File: src/rtl/decoder_hold_if.sv
// Code-in / one-hot-out bus between an encoder-side producer and decoder_hold.
interface decoder_hold_if #(
  parameter int unsigned N = 3
);
  localparam int unsigned W = 1 << N;

  logic [N-1:0] din;
  logic         din_valid;
  logic         din_ready;
  logic [W-1:0] dout;
  logic         dout_valid;
  logic         busy;

  modport master (
    output din, din_valid,
    input  din_ready, dout, dout_valid, busy
  );

  modport slave (
    input  din, din_valid,
    output din_ready, dout, dout_valid, busy
  );
endinterface

File: src/rtl/decoder_hold.sv
// Registered binary-to-one-hot decoder; each code is held on dout for HOLD
// cycles, with a one-entry pending slot for gapless back-to-back codes.
module decoder_hold #(
  parameter int unsigned N    = 3,
  parameter int unsigned HOLD = 4
) (
  input  logic           clk,
  input  logic           rst,
  decoder_hold_if.slave  bus
);
  localparam int unsigned W        = 1 << N;
  localparam logic [7:0]  CNT_LOAD = 8'(HOLD - 1);

  typedef enum logic {IDLE, ACTIVE} state_t;

  state_t       state;
  logic [7:0]   cnt;
  logic [N-1:0] pend;
  logic         pend_v;
  logic [W-1:0] dout_q;
  logic         dout_valid_q;
  logic         busy_q;
  logic         last;
  logic         accept;

  // The pending slot may refill in the same cycle it drains into the output.
  assign last          = (state == ACTIVE) && (cnt == 8'd0);
  assign bus.din_ready = !pend_v || last;
  assign accept        = bus.din_valid && bus.din_ready;

  assign bus.dout       = dout_q;
  assign bus.dout_valid = dout_valid_q;
  assign bus.busy       = busy_q;

  // dout_q holds the active code in one-hot form; it doubles as the cur register.
  always_ff @(posedge clk) begin
    if (rst) begin
      state        <= IDLE;
      cnt          <= 8'd0;
      pend         <= '0;
      pend_v       <= 1'b0;
      dout_q       <= '0;
      dout_valid_q <= 1'b0;
      busy_q       <= 1'b0;
    end else begin
      case (state)
        IDLE: begin
          if (accept) begin
            state        <= ACTIVE;
            cnt          <= CNT_LOAD;
            dout_q       <= W'(1) << bus.din;
            dout_valid_q <= 1'b1;
            busy_q       <= 1'b1;
          end
        end
        ACTIVE: begin
          if (cnt != 8'd0) begin
            cnt <= cnt - 8'd1;
            if (accept) begin
              pend   <= bus.din;
              pend_v <= 1'b1;
            end
          end else if (pend_v) begin
            cnt    <= CNT_LOAD;
            dout_q <= W'(1) << pend;
            if (accept) begin
              pend <= bus.din;
            end else begin
              pend_v <= 1'b0;
            end
          end else if (accept) begin
            cnt    <= CNT_LOAD;
            dout_q <= W'(1) << bus.din;
          end else begin
            state        <= IDLE;
            dout_q       <= '0;
            dout_valid_q <= 1'b0;
            busy_q       <= 1'b0;
          end
        end
        default: begin
          state        <= IDLE;
          dout_q       <= '0;
          dout_valid_q <= 1'b0;
          busy_q       <= 1'b0;
        end
      endcase
    end
  end
endmodule

File: src/flat_wrapper.sv
// flat-port wrapper written by rule: the top's interface ports become plain ports
module decoder_hold_flat 
#(
  parameter int unsigned N    = 3,
  parameter int unsigned HOLD = 4
)
  (clk, rst, bus_din, bus_din_valid, bus_din_ready, bus_dout, bus_dout_valid, bus_busy);
  decoder_hold_if #(.N(N)) bus_i ();
  input  logic clk;
  input  logic rst;
  input wire logic [$bits(bus_i.din)-1:0] bus_din;
  input wire logic [$bits(bus_i.din_valid)-1:0] bus_din_valid;
  output wire logic [$bits(bus_i.din_ready)-1:0] bus_din_ready;
  output wire logic [$bits(bus_i.dout)-1:0] bus_dout;
  output wire logic [$bits(bus_i.dout_valid)-1:0] bus_dout_valid;
  output wire logic [$bits(bus_i.busy)-1:0] bus_busy;
  assign bus_i.din = bus_din;
  assign bus_i.din_valid = bus_din_valid;
  assign bus_din_ready = bus_i.din_ready;
  assign bus_dout = bus_i.dout;
  assign bus_dout_valid = bus_i.dout_valid;
  assign bus_busy = bus_i.busy;
  decoder_hold #(.N(N), .HOLD(HOLD)) u_core (.clk(clk), .rst(rst), .bus(bus_i));
endmodule
File: config.mk
export PLATFORM = sky130hd
export DESIGN_NAME = decoder_hold_flat
export DESIGN_NICKNAME = d
export VERILOG_FILES = /design/src/rtl/decoder_hold_if.sv /design/src/rtl/decoder_hold.sv /design/src/flat_wrapper.sv
export SDC_FILE = /design/constraint.sdc
export NUM_CORES = 1
export LEC_CHECK = 0
export ABC_CLOCK_PERIOD_IN_PS = 4800
export CORE_MARGIN = 8
export CORE_UTILIZATION = 40
export CTS_CLUSTER_DIAMETER = 120
export DETAILED_ROUTE_END_ITERATION = 12
export GPL_ROUTABILITY_DRIVEN = 0
export PLACE_DENSITY = 0.59
export SLEW_MARGIN = 20
export SYNTH_ARGS = -nofsm -noshare
export SYNTH_HDL_FRONTEND = slang
export SYNTH_SLANG_ARGS = --single-unit
File: constraint.sdc
create_clock -name clk -period 4.8 [get_ports clk]
set_clock_uncertainty 0.1 [all_clocks]
set_input_delay 0.96 -clock clk [delete_from_list [all_inputs] [get_ports clk]]
set_output_delay 0.96 -clock clk [all_outputs]
set_load 0.05 [all_outputs]
# --- Word-level counts from Yosys, hierarchy flattened ---
# Cells that the tools add are included.
op_classes:
  reduce_logical: 11
  eq_ne: 5
  shifts: 2
  bitwise: 1
  muxes: 23
  n_addsub: 1
op_table:
  columns: ["cell", "n"]
  rows:
  - ["8-bit two-way mux", 7]
  - ["8-bit one-hot mux with 2 select lines", 2]
  - ["1-bit by 3-bit << shifter with 8-bit output, first input constant", 2]
  - ["1-bit two-way mux", 9]
  - ["3-bit two-way mux", 3]
  - ["8-bit logical NOT", 1]
  - ["8-bit nonzero test", 1]
  - ["8-bit by 1-bit subtractor with 8-bit output, second input constant", 1]
  - ["2-bit != test, second input constant", 3]
  - ["2-bit AND reduction", 3]
  - ["2-bit by 1-bit != test with 1-bit output, second input constant", 2]
  - ["1-bit one-hot mux with 2 select lines", 2]
  - ["4-bit AND reduction", 1]
  - ["1-bit logical AND", 2]
  - ["2-bit nonzero test", 1]
  - ["1-bit logical NOT", 1]
  - ["1-bit logical OR", 1]
  - ["1-bit NOT", 1]
word_totals:
  regBits: 22
  in_bits: 6
  out_inout_bits: 11
  wordCells: 49

# --- Longest topological paths before layout ---
# Gate-level depths: netlist (run 1).
logic_depth:
  depth_word: 8
  mapped_depth: 8
  mapped_depth_nobuf: 6

# --- Worst setup path before layout (run 1) ---
# Ideal clock, no wire load.
synth_path:
  path_type: "register to output"
  start: "register u_core.cnt[0]"
  end: "output port bus_din_ready"
  required_ps: 3740
  path_stages_with_launch: 6
  path_slack_ps: 1377
  arrival_ps: 2363
  cell_sequence: "dfxtp_1 inv_1 ha_1 or3b_2 buf_2 o31ai_1"
synth_between:
  elab_chain_cells: 3
synth_lines:
  columns: ["item", "line_no", "rtl"]
  rows:
  - ["start, declared", "decoder_hold.sv:17", "logic [7:0] cnt;"]
  - ["start signal, assigned", "decoder_hold.sv:58", "cnt <= cnt - 8'd1;"]
  - ["8-bit logical NOT", "decoder_hold.sv:27", "assign last = (state == ACTIVE) && (cnt == 8'd0);"]
  - ["1-bit logical AND", "decoder_hold.sv:27", null]
  - ["1-bit logical OR", "decoder_hold.sv:28", "assign bus.din_ready = !pend_v || last;"]
  - ["end, declared", "flat_wrapper.sv:13", "output wire logic [$bits(bus_i.din_ready)-1:0] bus_din_ready;"]
# Every way passes these cells.

# --- Final worst setup path (run 1) ---
# Same ends and word-level chain as after synthesis.

==> results.md, run 1 <==
- Switch Pwr: 0.229 mW
- Hold path cells: 2
- H-Tree Depth: 1
- Die X: 70.8 µm
- CP Max Fanout: 8
- Crit Path Class: register to output pin
- Sw Share: 38.0%
- Finish-stage setup viols: 0
- Avg WL per Cell: 14.3 µm
- 1st-iter DRT viols: 83
- Synth area leader: dfxtp_1
- Synthesized flop and latch total: 22
- Clock Tree Buf Depth: 2
- Maximum vdd drop: 0.000150 V
- Core area: 0.00295 mm²
- TritonCTS sink count: 22
- Crit-path cells: inv_1 > ha_1 > or3b_2 > o31ai_1 > clkdlybuf4s50_1
- Largest net degree at the start of global routing: 28
- CP max stage cell: clkdlybuf4s50_1
- Via-per-instance ratio: 5.74
- Top-count cell post-synth: dfxtp_1
- Number of global-route vias before repair: 1052
- Fin crit share: 77.5%
- Max-slew violation count: 0
- Critical Path Sink Type: output pin
- Via count: 1073
- Crit start category: register
- EDFF count, synth: 0
- Die extent in y: 70.8 µm
- Fin nets: 163
- Max-Cap Viols: 0
- CTS tree: built
- Post-synthesis cell area: 0.00120 mm²
- Commonest cells in the netlist: dfxtp_1, nor2_1, a21oi_1
- Share of layout cells above drive strength 1: 7.79%
- Hold Violations, Final: 0
- Mapped Nets: 151
- Max_slew headroom: 37.5%
- Post-DP HPWL: 2000 µm
- Diode count: 0
- Arrival @ worst endpoint: 2.66 ns
- Synthesized area per cell: 8.41 µm²
- Rows: 20
- Cell area power density: 431 mW/mm²
- Drt total wl: 2680 µm
- Fillers: 299
- Synthesis-to-layout area growth: 16.2%
- DRC: 0
- Setup WS pre-CTS: 1.42 ns
- Library cells used by synthesis: 38
- Total power draw: 0.603 mW
- First-pass GRT wire length: 4720 µm
- Total CTS buffers: 3
- Initial Util: 40.7%
- Top cell type's share of synthesized area: 36.6%
- Clk pwr share: 24.2%
- Worst Reg2Reg Path Length in Cells: 6
- Achievable Freq: 269 MHz
- P_leak: 0.474 nW
- Initial antenna violation count: 0
- Register share of total power: 38.2%
- Drt pass-1 iters: 4
- Synth top area cells: dfxtp_1, nor2_1, a21oi_1
- Pint: 0.374 mW
- Share of flip-flops with an asynchronous set or reset: 0%
- Synth Flop Type: dfxtp_1
- Total negative slack: 0 ns
- Seq/Total Area, Yosys: 36.6%
- Routed Antenna Nets: 0
- Worst-Skew Late Latency: 0.31 ns
- Overall routing resource usage: 11.3%
- Worst setup margin: 1.08 ns
- Count of input and output buffers: 16
- Post-CTS Setup Inserts: 0
- CTS root buffer: clkbuf_4
- Worst min path class: register to register
- # IOs: 17
- Mapped Cells: 143
- Tightest Pin Transition: 0.934 ns
- Largest stage delay, worst path: 0.87 ns
- Die footprint: 0.00502 mm²
- Cts hold-fix bufs: 0
- Clock Pin Slew Worst Setup and Hold Paths: 0.13 ns
- CTS resizes: 0
- Status: complete, no violations
- Synthesis Warnings: 0
- Total grt overflow: 0
- WP data required: 3.74 ns
- Comb power frac: 37.6%
- Post-route minimum period: 3.72 ns
- RSZ-0062 raised after global routing: false
-- power groups by stage --
stage                     Combinational, mW  Clock, mW  Sequential (mW)
after CTS                             0.228      0.149            0.230
after global placement                0.224          0            0.233
final                                 0.227      0.146            0.231
after floorplan                       0.139          0            0.271
after global routing                  0.247      0.155            0.235
after detailed placement              0.227          0            0.235
-- sequential cells by signal, summed over array words and instances (netlist names) --
signal	count
u_core.bus.dout_valid	1
u_core.bus.dout	8
u_core.state	1
u_core.pend_v	1
u_core.cnt	8
u_core.pend	3
-- logic make-up (layout without fill, tap and decap cells) --
group                      count (synthesis)  in the layout  share of synthesized area, %
AOI/OAI and AO/OA                         45             45                          25.9
adders and majority gates                  2              2                          2.08
and+or+nand+nor                           57             57                          26.4
DFF                                       22             22                          36.6
muxes                                      3              3                          2.50
buffers and inverters                     14             25                          6.45
-- through the flow --
step                      utilization, %  hold WS [ns]  instances  cell area, µm²
after floorplan                        -         0.357        143            1200
after global placement              45.6         0.369        183            1350
after detailed placement            45.6         0.383        183            1350
after CTS                           47.3         0.403        187            1400
after global routing                47.3         0.415        187            1400
final                               47.3         0.400        187            1400
-- layout by cell type (no fill, tap or decap), types with 2 or more instances in the layout --
master           count
a211oi_1             8
a211oi_2             2
a21oi_1             12
a221oi_1             2
a31oi_1              7
clkbuf_4             3
clkdlybuf4s50_1     16
dfxtp_1             22
ha_1                 2
inv_1                4
mux2i_1              3
nand2_1              5
nand2b_1             8
nand3_1              3
nand3b_1             2
nor2_1              18
nor3_1               5
nor3b_1              5
o211ai_1             2
o21ai_0              6
or3_1                2
or3b_2               3
-- final cells by class --
class / count / area, µm² / area share, %
multi-input cells: 107 / 684 / 49.0
flip-flops and latches: 22 / 440 / 31.5
repair buffers: 16 / 160 / 11.5
well taps: 33 / 41.3 / 2.95
clock inverters: 1 / 30.0 / 2.15
clock buffers: 3 / 22.5 / 1.61
inverters: 5 / 18.8 / 1.34
-- critical path, delay by kind of cell (launching register included) --
kind / cells / cell delay (ns)
buffers and inverters: 2 / 0.96
AND/OR/NAND/NOR: 1 / 0.56
flip-flops: 1 / 0.34
AO/OA/AOI/OAI: 1 / 0.31
adder cells (fa/ha/maj): 1 / 0.17
-- worst paths after layout --
| check | end | slack, ns | from |
|---|---|---|---|
| worst max-delay path | bus_din_ready | 1.08 | u_core.cnt[0] |
| worst min-delay path | u_core.pend[2] | 0.40 | u_core.pend[2] |
| worst max register to register | u_core.bus.dout[4] | 2.54 | u_core.cnt[0] |
| worst min register to register | u_core.pend[2] | 0.40 | u_core.pend[2] |
-- per-layer routing --
metal	global-route usage, %	wire length, µm	share of wire [%]	up-vias
met3	2.68	151	5.6	2
li1	-	-	-	551
met1	14.2	1300	49	500
met2	18.1	1200	45	20
met5	0	0	0	-
met4	4.16	23	0.86	0
No activity file was read; power rests on OpenSTA's default activity.
==> inputs of run 2 (changes only) <==
--- a/config.mk
+++ b/config.mk
@@ -5,7 +5,7 @@
 export SDC_FILE = /design/constraint.sdc
 export NUM_CORES = 1
 export LEC_CHECK = 0
-export ABC_CLOCK_PERIOD_IN_PS = 4800
+export ABC_CLOCK_PERIOD_IN_PS = 3600
 export CORE_MARGIN = 8
 export CORE_UTILIZATION = 40
 export CTS_CLUSTER_DIAMETER = 120
==> constraint.sdc (replaced) <==
create_clock -name clk -period 3.6 [get_ports clk]
set_clock_uncertainty 0.1 [all_clocks]
set_input_delay 0.72 -clock clk [delete_from_list [all_inputs] [get_ports clk]]
set_output_delay 0.72 -clock clk [all_outputs]
set_load 0.05 [all_outputs]
==> run 2 against run 1 <==
  * Sequential power is 33% higher
  * Design area is 0.18% higher
  * Count of clock-buffer cells in the layout stayed put
  * Final cell count stayed put
  * Power is 33% higher
  * Sequential share of layout area is 0.056 points lower
  * Combinational power is 33% higher
  * Utilization is 0.085 points higher
  * Via count is 3.4% higher
  * Hold slack better by 0.0050 ns
==> results.md, run 2 (synthesis gave the netlist of run 1 again) <==
- RSZ-0062 raised after global routing: false
- Arrival @ worst endpoint: 2.28 ns (-0.38 ns)
- Critical Path Sink Type: output pin
- Worst-Skew Late Latency: 0.31 ns (about the same)
- Clock Tree Buf Depth: 2 (unchanged)
- Maximum vdd drop: 0.000176 V (+17%)
- Worst setup margin: 0.504 ns (-0.576 ns)
- Drt total wl: 2710 µm (+1.2%)
- CTS tree: built
- Largest stage delay, worst path: 0.56 ns (-0.31 ns)
- Total power draw: 0.804 mW (+33%)
- Synthesis-to-layout area growth: 16.4%
- Routed Antenna Nets: 0 (unchanged)
- Post-DP HPWL: 1990 µm (-0.56%)
- Core area: 0.00295 mm² (unchanged)
- Post-route minimum period: 3.10 ns
- Post-CTS Setup Inserts: 0 (unchanged)
- Die X: 70.8 µm (unchanged)
- Tightest Pin Transition: 0.976 ns (+0.0419 ns)
- Fillers: 311 (+4.0%)
- Hold Violations, Final: 0 (unchanged)
- Total CTS buffers: 3 (unchanged)
- Max_slew headroom: 34.7% (-2.8 points)
- Fin crit share: 86.0%
- H-Tree Depth: 1 (unchanged)
- # IOs: 17 (unchanged)
- Number of global-route vias before repair: 1002 (-4.8%)
- P_leak: 0.475 nW (+0.31%)
- 1st-iter DRT viols: 96 (+16%)
- Via-per-instance ratio: 5.93 (+3.4%)
- Achievable Freq: 323 MHz
- Status: complete, no violations
- DRC: 0 (unchanged)
- Via count: 1109 (+3.4%)
- Overall routing resource usage: 11.1% (-0.15 points)
- Worst min path class: register to register
- WP data required: 2.78 ns (-0.96 ns)
- Total negative slack: 0 ns (unchanged)
- Hold Slack: 0.405 ns (+0.00498 ns)
- Clock Pin Slew Worst Setup and Hold Paths: 0.13 ns (about the same)
- Cell area power density: 574 mW/mm² (+33%)
- Count of input and output buffers: 16 (unchanged)
- Crit-path cells: inv_1 > ha_1 > or3b_2 > o31ai_1 > dlymetal6s2s_1
- Die extent in y: 70.8 µm (unchanged)
- TritonCTS sink count: 22 (unchanged)
- Fin nets: 163 (unchanged)
- Total grt overflow: 0 (unchanged)
- First-pass GRT wire length: 4640 µm (-1.8%)
- Initial Util: 40.7% (unchanged)
- Most frequent cells in the layout: dfxtp_1, nor2_1, clkdlybuf4s50_1
- Setup WS pre-CTS: 0.456 ns (-0.962 ns)
- Worst path buffer plus inverter count: 2 (unchanged)
- Die footprint: 0.00502 mm² (unchanged)
- Rows: 20 (unchanged)
- Cts hold-fix bufs: 0 (unchanged)
- Finish-stage setup viols: 0 (unchanged)
- Max-slew violation count: 0 (unchanged)
- Share of layout cells above drive strength 1: 7.79% (unchanged)
- Diode count: 0 (unchanged)
- Avg WL per Cell: 14.5 µm (+1.2%)
- Crit Path Class: register to output pin
- Largest net degree at the start of global routing: 28 (unchanged)
- Initial antenna violation count: 0 (unchanged)
- Max-Cap Viols: 0 (unchanged)
- CTS resizes: 0 (unchanged)
- CP max stage cell: or3b_2
- Final Core Density: 47.4% (+0.085 points)
- Crit start category: register
- CP top delay family: buffers and inverters
- CP Max Fanout: 8 (unchanged)
- Drt pass-1 iters: 4 (unchanged)
- CTS root buffer: clkbuf_4
- Commonest non-fill, non-tap cell in the layout: dfxtp_1
==> run 2: changes by cell type in the layout (fill, tap and decap cells not counted) <==
cell / delta
dlymetal6s2s_1: +1
clkdlybuf4s50_1: -1
==> run 2: per-layer routing <==
layer	routed length, µm	part of all wire [%]	GRT usage, %
met2	1260	47	16.9
met4	23	0.85	5.54
met3	208	7.7	2.97
met1	1210	45	14.1
met5	0	0	0
==> run 2: area by class of cell <==
type | count | area [µm²] | share of cell area (%)
Multi-Input combinational cell | 107 | 684 | 48.9
Tap cell | 33 | 41.3 | 2.95
Inverter | 5 | 18.8 | 1.34
Sequential cell | 22 | 440 | 31.5
Clock inverter | 1 | 30.0 | 2.14
Clock buffer | 3 | 22.5 | 1.61
Timing Repair Buffer | 16 | 163 | 11.6
==> run 2: worst paths after layout <==
check                            end  cells after the start               start  slack, ns
setup / recovery       bus_din_ready                      5       u_core.cnt[0]       0.50
setup reg to reg  u_core.bus.dout[4]                      6       u_core.cnt[0]       1.34
hold reg to reg   u_core.bus.dout[2]                      2  u_core.bus.dout[2]       0.40
hold / removal    u_core.bus.dout[2]                      2  u_core.bus.dout[2]       0.40
==> run 2: stage by stage <==
stage	cell area, µm²	std cells
2_1_floorplan	1200	143
3_5_place_dp	1350	183
4_1_cts	1400	187
5_1_grt	1400	187
3_3_place_gp	1350	183
6_report	1400	187
==> run 2: power breakdown <==
group / leakage [nW] / switching, mW / total (mW) / internal [mW]
clock network: 0.0279 / 0.0821 / 0.195 / 0.112
registers: 0.181 / 0.0301 / 0.307 / 0.277
logic: 0.266 / 0.193 / 0.302 / 0.109
==> run 2: tightest hold or removal path, delay by kind of cell, from the launching register on <==
family	cells	cell delay (ns)
flops	1	0.33
simple gates	1	0.09
compound gates	1	0.05
